$ cat src/rtl/addsub_sat_seq_if.sv
// Request/response bundle for the chunked add/subtract unit.
// The master side issues operands and consumes results; the slave side is the unit itself.
interface addsub_sat_seq_if #(
    parameter int WIDTH = 16
);
    logic             in_valid;
    logic             in_ready;
    logic [WIDTH-1:0] A;
    logic [WIDTH-1:0] B;
    logic             sub;
    logic             sat_en;
    logic             out_valid;
    logic             out_ready;
    logic [WIDTH-1:0] result;
    logic             ovfl;
    logic             neg;
    logic             zero;

    modport master (
        output in_valid, A, B, sub, sat_en, out_ready,
        input  in_ready, out_valid, result, ovfl, neg, zero
    );

    modport slave (
        input  in_valid, A, B, sub, sat_en, out_ready,
        output in_ready, out_valid, result, ovfl, neg, zero
    );
endinterface

$ cat src/rtl/addsub_sat_seq.sv
// Multi-cycle signed add/subtract with optional saturation. The operands are
// summed CHUNK bits per cycle through a narrow carry chain; flags describe the delivered result.
//
//   state  | meaning
//   IDLE   | ready for a new request (in_ready=1)
//   CALC   | one chunk of the latched operands summed per cycle
//   DONE   | result and flags presented until out_ready
module addsub_sat_seq #(
    parameter int WIDTH = 16,
    parameter int CHUNK = 4
) (
    input  logic             clk,
    input  logic             rst_n,
    addsub_sat_seq_if.slave  bus
);
    localparam int NCHUNK = WIDTH / CHUNK;
    localparam int CW     = (NCHUNK > 1) ? $clog2(NCHUNK) : 1;
    localparam int MSB    = WIDTH - 1;

    localparam logic [CW-1:0]    LAST    = CW'(NCHUNK - 1);
    localparam logic [WIDTH-1:0] MAX_POS = {1'b0, {(WIDTH-1){1'b1}}};
    localparam logic [WIDTH-1:0] MIN_NEG = {1'b1, {(WIDTH-1){1'b0}}};

    localparam logic [1:0] S_IDLE = 2'd0;
    localparam logic [1:0] S_CALC = 2'd1;
    localparam logic [1:0] S_DONE = 2'd2;

    generate
        if (WIDTH < 2) begin : g_bad_width
            $error("addsub_sat_seq: WIDTH must be at least 2");
        end
        if (CHUNK < 1 || (WIDTH % CHUNK) != 0) begin : g_bad_chunk
            $error("addsub_sat_seq: WIDTH must be a multiple of CHUNK");
        end
    endgenerate

    logic [1:0]       state_q,  state_d;
    logic [WIDTH-1:0] a_q,      a_d;
    logic [WIDTH-1:0] b_q,      b_d;
    logic             carry_q,  carry_d;
    logic             sat_q,    sat_d;
    logic [CW-1:0]    cnt_q,    cnt_d;
    logic [WIDTH-1:0] psum_q,   psum_d;
    logic [WIDTH-1:0] result_q, result_d;
    logic             ovfl_q,   ovfl_d;
    logic             neg_q,    neg_d;
    logic             zero_q,   zero_d;

    int               lo;
    logic [CHUNK:0]   chunk_sum;
    logic [WIDTH-1:0] raw;
    logic             v;
    logic [WIDTH-1:0] final_res;

    // Datapath for the chunk currently addressed by the counter; raw is the
    // partial sum with this cycle's chunk merged in, complete on the last chunk.
    always_comb begin
        lo        = int'(cnt_q) * CHUNK;
        chunk_sum = {1'b0, a_q[lo +: CHUNK]} + {1'b0, b_q[lo +: CHUNK]} + {{CHUNK{1'b0}}, carry_q};
        raw       = psum_q;
        raw[lo +: CHUNK] = chunk_sum[CHUNK-1:0];
        v         = (a_q[MSB] == b_q[MSB]) && (raw[MSB] != a_q[MSB]);
        final_res = (v && sat_q) ? (a_q[MSB] ? MIN_NEG : MAX_POS) : raw;
    end

    always_comb begin
        state_d  = state_q;
        a_d      = a_q;
        b_d      = b_q;
        carry_d  = carry_q;
        sat_d    = sat_q;
        cnt_d    = cnt_q;
        psum_d   = psum_q;
        result_d = result_q;
        ovfl_d   = ovfl_q;
        neg_d    = neg_q;
        zero_d   = zero_q;
        case (state_q)
            S_IDLE: begin
                if (bus.in_valid) begin
                    a_d     = bus.A;
                    b_d     = bus.sub ? ~bus.B : bus.B;
                    carry_d = bus.sub;
                    sat_d   = bus.sat_en;
                    cnt_d   = '0;
                    psum_d  = '0;
                    state_d = S_CALC;
                end
            end
            S_CALC: begin
                psum_d  = raw;
                carry_d = chunk_sum[CHUNK];
                cnt_d   = cnt_q + 1'b1;
                if (cnt_q == LAST) begin
                    cnt_d    = '0;
                    result_d = final_res;
                    ovfl_d   = v;
                    neg_d    = final_res[MSB];
                    zero_d   = (final_res == '0);
                    state_d  = S_DONE;
                end
            end
            S_DONE: begin
                if (bus.out_ready) begin
                    state_d = S_IDLE;
                end
            end
            default: state_d = S_IDLE;
        endcase
    end

    always_ff @(posedge clk or negedge rst_n) begin
        if (!rst_n) begin
            state_q  <= S_IDLE;
            a_q      <= '0;
            b_q      <= '0;
            carry_q  <= 1'b0;
            sat_q    <= 1'b0;
            cnt_q    <= '0;
            psum_q   <= '0;
            result_q <= '0;
            ovfl_q   <= 1'b0;
            neg_q    <= 1'b0;
            zero_q   <= 1'b0;
        end else begin
            state_q  <= state_d;
            a_q      <= a_d;
            b_q      <= b_d;
            carry_q  <= carry_d;
            sat_q    <= sat_d;
            cnt_q    <= cnt_d;
            psum_q   <= psum_d;
            result_q <= result_d;
            ovfl_q   <= ovfl_d;
            neg_q    <= neg_d;
            zero_q   <= zero_d;
        end
    end

    assign bus.in_ready  = (state_q == S_IDLE);
    assign bus.out_valid = (state_q == S_DONE);
    assign bus.result    = result_q;
    assign bus.ovfl      = ovfl_q;
    assign bus.neg       = neg_q;
    assign bus.zero      = zero_q;
endmodule
$ cat src/flat_wrapper.sv
// flat-port wrapper written by rule: the top's interface ports become plain ports
module addsub_sat_seq_flat 
#(
    parameter int WIDTH = 16,
    parameter int CHUNK = 4
)
  (clk, rst_n, bus_in_valid, bus_A, bus_B, bus_sub, bus_sat_en, bus_out_ready, bus_in_ready, bus_out_valid, bus_result, bus_ovfl, bus_neg, bus_zero);
  addsub_sat_seq_if #(.WIDTH(WIDTH)) bus_i ();
  input  logic clk;
  input  logic rst_n;
  input wire logic [$bits(bus_i.in_valid)-1:0] bus_in_valid;
  input wire logic [$bits(bus_i.A)-1:0] bus_A;
  input wire logic [$bits(bus_i.B)-1:0] bus_B;
  input wire logic [$bits(bus_i.sub)-1:0] bus_sub;
  input wire logic [$bits(bus_i.sat_en)-1:0] bus_sat_en;
  input wire logic [$bits(bus_i.out_ready)-1:0] bus_out_ready;
  output wire logic [$bits(bus_i.in_ready)-1:0] bus_in_ready;
  output wire logic [$bits(bus_i.out_valid)-1:0] bus_out_valid;
  output wire logic [$bits(bus_i.result)-1:0] bus_result;
  output wire logic [$bits(bus_i.ovfl)-1:0] bus_ovfl;
  output wire logic [$bits(bus_i.neg)-1:0] bus_neg;
  output wire logic [$bits(bus_i.zero)-1:0] bus_zero;
  assign bus_i.in_valid = bus_in_valid;
  assign bus_i.A = bus_A;
  assign bus_i.B = bus_B;
  assign bus_i.sub = bus_sub;
  assign bus_i.sat_en = bus_sat_en;
  assign bus_i.out_ready = bus_out_ready;
  assign bus_in_ready = bus_i.in_ready;
  assign bus_out_valid = bus_i.out_valid;
  assign bus_result = bus_i.result;
  assign bus_ovfl = bus_i.ovfl;
  assign bus_neg = bus_i.neg;
  assign bus_zero = bus_i.zero;
  addsub_sat_seq #(.WIDTH(WIDTH), .CHUNK(CHUNK)) u_core (.clk(clk), .rst_n(rst_n), .bus(bus_i));
endmodule
$ cat config.mk
export PLATFORM = sky130hd
export DESIGN_NAME = addsub_sat_seq_flat
export DESIGN_NICKNAME = d
export VERILOG_FILES = /design/src/rtl/addsub_sat_seq_if.sv /design/src/rtl/addsub_sat_seq.sv /design/src/flat_wrapper.sv
export SDC_FILE = /design/constraint.sdc
export NUM_CORES = 1
export LEC_CHECK = 0
export BUFFER_PORTS_ARGS = -buffer_cell sky130_fd_sc_hd__buf_4
export CAP_MARGIN = 20
export CELL_PAD_IN_SITES_DETAIL_PLACEMENT = 2
export CELL_PAD_IN_SITES_GLOBAL_PLACEMENT = 2
export CORE_MARGIN = 5
export CORE_UTILIZATION = 37
export DETAILED_ROUTE_END_ITERATION = 6
export GPL_TIMING_DRIVEN = 0
export PLACE_DENSITY = 0.92
export SKIP_LAST_GASP = 1
export SLEW_MARGIN = 0
export SYNTH_ARGS = -nofsm -noshare
export SYNTH_HDL_FRONTEND = slang
export SYNTH_SLANG_ARGS = --single-unit
export TNS_END_PERCENT = 1
$ cat constraint.sdc
create_clock -name clk -period 3.7 [get_ports clk]
set_input_delay 0.555 -clock clk [delete_from_list [all_inputs] [get_ports clk]]
set_output_delay 0.555 -clock clk [all_outputs]
set_load 0.02 [all_outputs]
==> results.py, run 1 <==
metrics = {
    "synthesis": {
        "yosys_warnings": 0,
        "synth_top_area_share_pct": 47.0,
        "synth-edff-count": 0,
        "ys.flop_type": "dfrtp_1",
        "synth.cell_area_um2": 3830,
        "synthCells": 360,
        "syn_nets": 409,
        "synthTopCellsByArea": "dfrtp_1 (47%), mux2_2 (5.0%), mux4_2 (4.7%)",
        "async_reset_ff_share_pct": 100,
        "ys_types": 55,
        "yosys.area.top_type": "dfrtp_1",
        "avgSynthCellArea_um2": 10.6,
        "ys_seq_area_share_pct": 47.0,
        "synth_seq_cells": 72,
    },
    "grt": {
        "track_usage_pct": 20.9,
        "antenna_found_initial": 0,
        "overflow": 0,
        "grt_pass1_vias": 3667,
        "grt_max_degree": 73,
        "grt_pass1_wl_um": 20400,
    },
    "finish": {
        "area_delta_synth_final_pct": 22.9,
        "fillers": 1071,
        "seq_area_um2": 1800,
        "diodes": 0,
        "post-route-cell-area_um2": 4710,
        "multi_input_area_um2": 1910,
        "drive_above_1_share_pct": 31.8,
        "fin_nets": 478,
    },
    "sta": {
        "hold_viol_final": 0,
        "worstMarginPinSlew_ps": 975,
        "setup_viol_count_final": 0,
        "relSlewSlack_pct": 35.0,
        "setup_ws_ps": 82.7,
        "fmaxAchievable_ghz": 0.276,
        "skew_ps": 11.5,
        "finalCriticalPeriod_ps": 3620,
        "period_share_pct": 97.8,
        "slew_violations": 0,
        "rsz0062_at_grt": "yes",
    },
    "setup_path": {
        "cp_data_required_time_ps": 3960,
        "crit_arrival_ps": 3880,
        "r2r_cells": 9,
        "crit_type": "reg2reg",
        "max_stage_delay_ps": 560,
        "worstPathMaxFanout": 10,
        "r2r_end": "u_core.bus.neg",
        "r2r_setup_slack_ps": 80,
        "critPathSlowestCell": "mux4_2",
        "cp-end-kind": "flop",
        "crit_family": "compound AO/OA/AOI/OAI gates",
        "critPathBufInv": 2,
        "crit_chain": "clkbuf_4 -> buf_6 -> mux4_2 -> fa_1 -> a211oi_2 -> nor2_2 -> o32ai_4 -> a21oi_1 -> o31ai_1",
        "critPathLaunchType": "flop",
        "crit-reg2reg-launch": "u_core.cnt_q[0]",
    },
    "cts": {
        "clk_latency_ps": 370,
        "clk_pin_slew_ps": 80,
        "cts.path.max_buffers": 2,
        "cts_htree_levels": 3,
        "cts_buffers": 9,
        "ctsHoldBuffers": 0,
        "clock-root-buffer": "clkbuf_8",
        "cts_tree": "built",
        "cts.sinks": 72,
    },
    "placed_design": {
        "place_ws_ps": -166,
        "port_buffers": 57,
        "gp_congestion": 0.843,
        "dp_hpwl_um": 9080,
        "postPlaceCellArea_um2": 4430,
    },
    "route": {
        "dr.pass1.iters": 4,
        "first_iter_violations": 108,
        "via_count": 3200,
        "drt-total-wl_um": 13300,
        "routedWlPerCell_um": 23.3,
        "viasPerCell": 5.61,
        "ant_nets": 0,
        "route.detailed.drc": 0,
    },
    "pwr": {
        "leakagePower_nw": 2.00,
        "power.density_nw_per_um2": 1140,
        "ir_drop_v": 0.000465,
    },
    "floorplan": {
        "pin_count": 59,
        "die_w_um": 112,
        "fp-row-count": 37,
        "core_area_um2": 10200,
        "start_util_pct": 37.5,
        "die_area_um2": 12500,
        "dieHeight_um": 112,
    },
    "hold_path": {
        "hold_class": "in2async",
    },
    "run": {
        "drv_cap": 0,
    },
    "run_status": {
        "status": "complete, no violations",
    },
}
## stage by stage
step	total power [W]	setup TNS, ps	std cells	hold WS, ps	utilization (%)
floorplan	0.00337	0	360	259	-
global placement	0.00414	0	553	485	43.3
detailed placement	0.00437	-246	553	499	43.3
CTS	0.00512	0	569	359	45.5
global route	0.00574	-216	570	390	46.0
finish	0.00539	0	570	347	46.0
## cell families after synthesis
| kind of cell | synth area share [%] |
|---|---|
| xor gates and xnor gates | 4.11 |
| muxes | 9.70 |
| buffers and inverters | 4.41 |
| and+or+nand+nor | 14.2 |
| AOI/OAI and AO/OA | 16.6 |
| DFF | 47.0 |
| adders and majority gates | 3.98 |
## report_power, final
group	internal (W)	leakage, nW	total, W	switching (W)
combinational	0.00131	1.02	0.00325	0.00194
sequential	0.00116	0.877	0.00144	0.000277
clock	0.000367	0.109	0.000695	0.000328
total	0.00284	2.00	0.00539	0.00255
## registers in the layout, indices dropped and copies added, names as in the netlist
signal,count
u_core.b_q,16
u_core.sat_q,1
u_core.bus.zero,1
u_core.cnt_q,2
u_core.carry_q,1
u_core.bus.ovfl,1
u_core.bus.neg,1
u_core.psum_q,16
u_core.state_q,2
u_core.a_q,16
u_core.bus.result,15
## synth_stat cells, types with 3 or more instances
cell type / instances
a211oi_2: 6
a21oi_1: 24
a31o_2: 3
buf_2: 8
clkbuf_1: 11
dfrtp_1: 72
ha_1: 9
inv_1: 13
mux2_2: 17
mux4_2: 8
nand2_1: 29
nand2b_1: 5
nand3_1: 4
nor2_1: 40
nor2b_1: 11
o21ai_0: 13
o22ai_1: 14
o31ai_1: 10
xnor2_1: 17
## routing by layer
layer	routed length (µm)	track usage (%)	vias to the layer above
met4	435	8.43	0
met1	5070	23.9	1671
li1	-	-	1410
met3	515	3.70	28
met5	0	0	-
met2	7250	38.2	91
## final cells by class
type | count | share of cell area, %
plain buffers | 24 | 2.74
clock buffers | 12 | 3.51
clock inverters | 4 | 1.09
inverters | 13 | 1.04
multi-input cells | 251 | 40.5
flip-flops and latches | 72 | 38.3
well taps | 136 | 3.61
repair buffers | 58 | 9.25
## how the worst max path moves through the flow
stage / from / to / slack, ps / cells after the start
detailed placement: u_core.cnt_q[0] / u_core.bus.zero / -170 / 11
floorplan: u_core.cnt_q[0] / u_core.bus.result[4] / 560 / 10
global route: u_core.cnt_q[0] / u_core.bus.neg / -90 / 9
global placement: u_core.cnt_q[0] / u_core.bus.zero / 20 / 11
CTS: u_core.cnt_q[0] / u_core.bus.zero / 40 / 11
finish: u_core.cnt_q[0] / u_core.bus.neg / 80 / 9
## cell usage in the layout (no fill, tap or decap), types with 3 or more instances in the layout
cell,netlist,layout
clkbuf_8,0,12
mux4_2,8,8
nand2_1,29,29
mux2_2,17,17
o22ai_1,14,12
ha_1,9,9
nand3_1,4,4
o21ai_0,13,13
o31ai_1,10,10
dfrtp_1,72,72
nand2b_1,5,5
nor2b_1,11,11
a211oi_2,6,6
buf_6,2,3
a31o_2,3,3
clkbuf_1,11,11
xnor2_1,17,17
a21oi_1,24,24
buf_2,8,6
buf_4,1,59
nor2_1,40,40
inv_1,13,13
## timing repair
item,CTS,global route
setup endpoints to repair,3,17
gates resized for setup,2,8
setup buffers,0,1
gates cloned,0,0
pin swaps,0,2
Note: power is estimated with default switching activity, not from simulation.
==> run 2, diff against run 1 <==
Settings changed: CELL_PAD_IN_SITES_DETAIL_PLACEMENT 2 to unset, CELL_PAD_IN_SITES_GLOBAL_PLACEMENT 2 to unset, CORE_UTILIZATION 37 to 49, PLACE_DENSITY 0.92 to 0.82.
==> results.py, run 2 (synthesized netlist as in run 1, its figures left out) <==
metrics = {
    "run_status": {
        "status": "complete, no violations",
    },
    "setup_path": {
        "cp-end-kind": "flop",
        "worst_path_most_repeated_cell": "fa_1",
        "crit_chain": "clkbuf_4 -> buf_6 -> mux4_2 -> fa_1 -> inv_1 -> fa_1 -> xor2_2 -> o22ai_1 -> nor4_2 -> nand4_1 -> o31ai_1",
        "crit-reg2reg-launch": "u_core.cnt_q[0]",
        "crit_family": "adder cells",
        "crit_arrival_ps": 3740,
        "critPathBufInv": 3,
        "crit_type": "reg2reg",
        "r2r_end": "u_core.bus.zero",
        "critPathSlowestCell": "mux4_2",
        "r2r_cells": 11,
        "max_stage_delay_ps": 550,
        "r2r_setup_slack_ps": 210,
        "critPathLaunchType": "flop",
        "cp_data_required_time_ps": 3960,
        "worstPathMaxFanout": 10,
    },
    "placed_design": {
        "gp_congestion": 0.919,
        "port_buffers": 57,
        "dp_hpwl_um": 6780,
    },
    "cts": {
        "cts_buffers": 9,
        "cts_tree": "built",
        "clock-root-buffer": "clkbuf_8",
        "clk_latency_ps": 350,
        "ctsHoldBuffers": 0,
        "cts.path.max_buffers": 2,
        "cts.sinks": 72,
        "cts_htree_levels": 3,
        "clk_pin_slew_ps": 70,
    },
    "sta": {
        "skew_ps": 8.85,
        "finalSetupTns_ps": 0,
        "hold_viol_final": 0,
        "whs_ps": 334,
        "finalCriticalPeriod_ps": 3490,
        "slew_violations": 0,
        "fmaxAchievable_ghz": 0.287,
        "relSlewSlack_pct": 40.1,
        "setup_viol_count_final": 0,
        "worstMarginPinSlew_ps": 899,
        "period_share_pct": 94.2,
    },
    "grt": {
        "grt_pass1_vias": 3115,
        "top_usage_layer": "met2",
        "grt_pass1_wl_um": 15400,
        "grt_use_met1_pct": 25.5,
        "met3_usage_pct": 4.95,
        "grt_max_degree": 73,
        "track_usage_pct": 20.1,
        "overflow": 0,
        "grt_use_met2_pct": 33.7,
        "antenna_found_initial": 0,
    },
    "pwr": {
        "seq_power_share_pct": 28.1,
        "pwr-share-clk_pct": 14.2,
        "netSwitchingFraction_pct": 44.4,
        "p_switching_w": 0.00222,
        "ir_drop_v": 0.000557,
        "power.density_nw_per_um2": 1080,
        "p_int_w": 0.00279,
        "leakagePower_nw": 2.00,
        "pwr-share-comb_pct": 57.7,
    },
    "finish": {
        "fin_nets": 477,
        "diodes": 0,
        "final_common_cell": "dfrtp_1",
        "final_cell_mix": "dfrtp_1 (72), buf_4 (58), nor2_1 (40), nand2_1 (29), a21oi_1 (24)",
        "top_regs": "u_core.a_q (16), u_core.b_q (16), u_core.psum_q (16)",
        "area_delta_synth_final_pct": 21.3,
        "drive_above_1_share_pct": 30.9,
    },
    "route": {
        "ant_nets": 0,
        "drt-total-wl_um": 9410,
        "routedWlPerCell_um": 17.6,
        "first_iter_violations": 203,
        "dr.pass1.iters": 5,
        "route.detailed.drc": 0,
        "via_count": 3062,
        "viasPerCell": 5.72,
    },
    "floorplan": {
        "pin_count": 59,
        "core_area_um2": 7690,
        "die_w_um": 98.4,
        "fp-row-count": 32,
        "die_area_um2": 9690,
        "start_util_pct": 49.9,
        "dieHeight_um": 98.4,
    },
    "hold_path": {
        "hold_class": "in2async",
    },
    "run": {
        "drv_cap": 0,
    },
}
## run 2: cell count changes in the layout (fill, tap and decap cells not counted), sizes merged
cell | previous run | this run
clkinvlp | 1 | 0
bufinv | 1 | 2
buf | 69 | 68
clkinv | 2 | 3
clkbuf | 25 | 24
## run 2: metrics by stage
stage | power [W] | setup slack, ps | cells | utilization (%) | instance area, µm²
after global placement | 0.00408 | 99.2 | 519 | 57.1 | 4390
after detailed placement | 0.00419 | -22.3 | 519 | 57.1 | 4390
after CTS | 0.00493 | 69.1 | 535 | 60.1 | 4620
after global routing | 0.00533 | -39.2 | 535 | 60.4 | 4650
final | 0.00501 | 213 | 535 | 60.4 | 4650
after floorplan | 0.00337 | 562 | 360 | - | 3830
## run 2: worst reg2reg max path, cell delays in order, from the launching register on
cell      delay (ps)
dfrtp_1          440
clkbuf_4         250
buf_6            200
mux4_2           550
fa_1             460
inv_1            100
fa_1             270
xor2_2           240
o22ai_1          220
nor4_2           330
nand4_1          110
o31ai_1          230
## run 2: power groups by stage
stage	clock (W)	sequential [W]	combinational (W)
after CTS	0.000716	0.00140	0.00281
after detailed placement	0	0.00141	0.00278
after floorplan	0	0.00147	0.00190
final	0.000711	0.00141	0.00289
after global placement	0	0.00139	0.00269
after global routing	0.000752	0.00146	0.00312
## run 2: routing by layer
metal / wire (µm) / vias to the layer above
li1: - / 1409
met1: 3960 / 1500
met2: 4750 / 138
met3: 566 / 15
met4: 140 / 0
met5: 0 / -
## run 2: layout make-up
type / count / area (µm²)
fill: 646 / 3040
multi-input combinational: 251 / 1880
sequential: 72 / 1800
timing repair buffer: 57 / 428
clock buffer: 11 / 151
buffer: 24 / 129
tap: 102 / 128
clock inverter: 5 / 78.8
inverter: 13 / 48.8
## run 2: repair_timing
action	in CTS	in global routing
resized for setup	1	5
setup endpoints to repair	1	7
setup buffers	0	0
hold endpoints to repair	0	0
## run 2: worst max path at each step
stage,from,end,cells past startpoint
2_1_floorplan,u_core.cnt_q[0],u_core.bus.result[4],10
3_3_place_gp,u_core.cnt_q[0],u_core.bus.zero,11
3_5_place_dp,u_core.cnt_q[0],u_core.bus.zero,11
4_1_cts,u_core.cnt_q[0],u_core.bus.zero,11
5_1_grt,u_core.cnt_q[0],u_core.bus.zero,11
6_report,u_core.cnt_q[0],u_core.bus.zero,11
==> run 3, diff against run 2 <==
Clock period 3.7 ns to 4.25 ns, I/O delays scaled along.
==> results.py, run 3 (synthesized netlist as in run 1, its figures left out) <==
metrics = {
    "cts": {
        "postCtsSetupBuffers": 0,
        "ctsHoldBuffers": 0,
        "ctsResizeCount": 0,
        "cts_htree_levels": 3,
        "cts.sinks": 72,
        "cts_tree": "built",
        "clock-root-buffer": "clkbuf_8",
        "clk_pin_slew_ps": 70,
        "cts.path.max_buffers": 2,
        "clk_latency_ps": 350,
        "cts_buffers": 9,
    },
    "setup_path": {
        "r2r_end": "u_core.bus.zero",
        "path_depth": 11,
        "critPathBufInv": 3,
        "cp_data_required_time_ps": 4510,
        "critPathSlowestCell": "mux4_2",
        "max_stage_delay_ps": 580,
        "crit_family": "buffers and inverters",
        "crit_chain": "buf_2 -> buf_2 -> mux4_2 -> fa_1 -> inv_1 -> fa_1 -> xor2_1 -> o22ai_1 -> nor4_1 -> nand4_1 -> o31ai_1",
        "r2r_setup_slack_ps": 470,
        "crit_type": "reg2reg",
        "critPathLaunchType": "flop",
        "crit-reg2reg-launch": "u_core.cnt_q[0]",
        "worstPathMaxFanout": 10,
        "cp-end-kind": "flop",
        "crit_arrival_ps": 4040,
        "r2r_cells": 11,
    },
    "route": {
        "route.detailed.drc": 0,
        "via_count": 3001,
        "ant_nets": 0,
        "viasPerCell": 5.61,
        "dr.pass1.iters": 5,
        "routedWlPerCell_um": 17.5,
        "first_iter_violations": 186,
        "drt-total-wl_um": 9390,
    },
    "finish": {
        "area_delta_synth_final_pct": 20.5,
        "fin_nets": 477,
        "final_common_cell": "dfrtp_1",
        "postLayoutCoreUtil_pct": 60.1,
        "drive_above_1_share_pct": 30.3,
        "final_cell_mix": "dfrtp_1 (72), buf_4 (58), nor2_1 (40), nand2_1 (29), a21oi_1 (24)",
        "top_regs": "u_core.a_q (16), u_core.b_q (16), u_core.psum_q (16)",
        "diodes": 0,
    },
    "sta": {
        "skew_ps": 6.89,
        "finalCriticalPeriod_ps": 3780,
        "setup_viol_count_final": 0,
        "whs_ps": 421,
        "worstMarginPinSlew_ps": 900,
        "hold_viol_final": 0,
        "relSlewSlack_pct": 40.0,
        "rsz0062_at_grt": "no",
        "fmaxAchievable_ghz": 0.265,
        "finalSetupTns_ps": 0,
        "period_share_pct": 88.9,
        "slew_violations": 0,
    },
    "run_status": {
        "status": "complete, no violations",
    },
    "grt": {
        "overflow": 0,
        "grt_max_degree": 73,
        "grt_pass1_wl_um": 15400,
        "grt_pass1_vias": 3116,
        "antenna_found_initial": 0,
        "track_usage_pct": 20.1,
    },
    "placed_design": {
        "gp_congestion": 0.919,
        "port_buffers": 57,
        "dp_hpwl_um": 6780,
    },
    "floorplan": {
        "die_area_um2": 9690,
        "dieHeight_um": 98.4,
        "pin_count": 59,
        "die_w_um": 98.4,
        "core_area_um2": 7690,
        "fp-row-count": 32,
        "start_util_pct": 49.9,
    },
    "pwr": {
        "ir_drop_v": 0.000419,
        "leakagePower_nw": 2.00,
        "power.density_nw_per_um2": 932,
    },
    "hold_path": {
        "hold_class": "in2async",
    },
    "run": {
        "drv_cap": 0,
    },
}
[run 3: cell count changes in the layout (fill, tap and decap cells not counted)]
cell      change
xor2_2        -1
xor2_1        +1
nor4_1        +2
clkbuf_4      -1
buf_2         +2
buf_6         -1
nor4_2        -2
[run 3: cell type report]
cell class / instances / area [µm²]
Tap cell: 102 / 128
Multi-Input combinational cell: 251 / 1860
Sequential cell: 72 / 1800
Inverter: 13 / 48.8
Clock buffer: 11 / 151
Fill cell: 649 / 3070
Timing Repair Buffer: 57 / 428
Buffer: 24 / 120
Clock inverter: 5 / 78.8
[run 3: power by group]
part	switching (W)	internal (W)
clock network	0.000257	0.000362
registers	0.000211	0.00101
logic	0.00144	0.00102
total	0.00191	0.00239
[run 3: worst max path at each step]
| stage | to | from |
|---|---|---|
| after floorplan | u_core.bus.result[4] | u_core.cnt_q[0] |
| after global placement | u_core.bus.zero | u_core.cnt_q[0] |
| after detailed placement | u_core.bus.zero | u_core.cnt_q[0] |
| after CTS | u_core.bus.zero | u_core.cnt_q[0] |
| after global routing | u_core.bus.zero | u_core.cnt_q[0] |
| final | u_core.bus.zero | u_core.cnt_q[0] |
[run 3: routing by layer]
layer  track usage [%]  vias up  share of wire (%)
li1                  -     1405                  -
met1              25.5     1467                 42
met2              33.7      112                 50
met3              4.95       17                6.1
met4              6.51        0                1.6
met5                 0        -                  0
[run 3: stage by stage]
step | std cells | area, µm² | power, W | worst slack [ps]
finish | 535 | 4620 | 0.00430 | 471
global route | 535 | 4620 | 0.00459 | 155
CTS | 535 | 4620 | 0.00429 | 503
detailed placement | 519 | 4390 | 0.00365 | 528
global placement | 519 | 4390 | 0.00355 | 649
floorplan | 360 | 3830 | 0.00293 | 1110
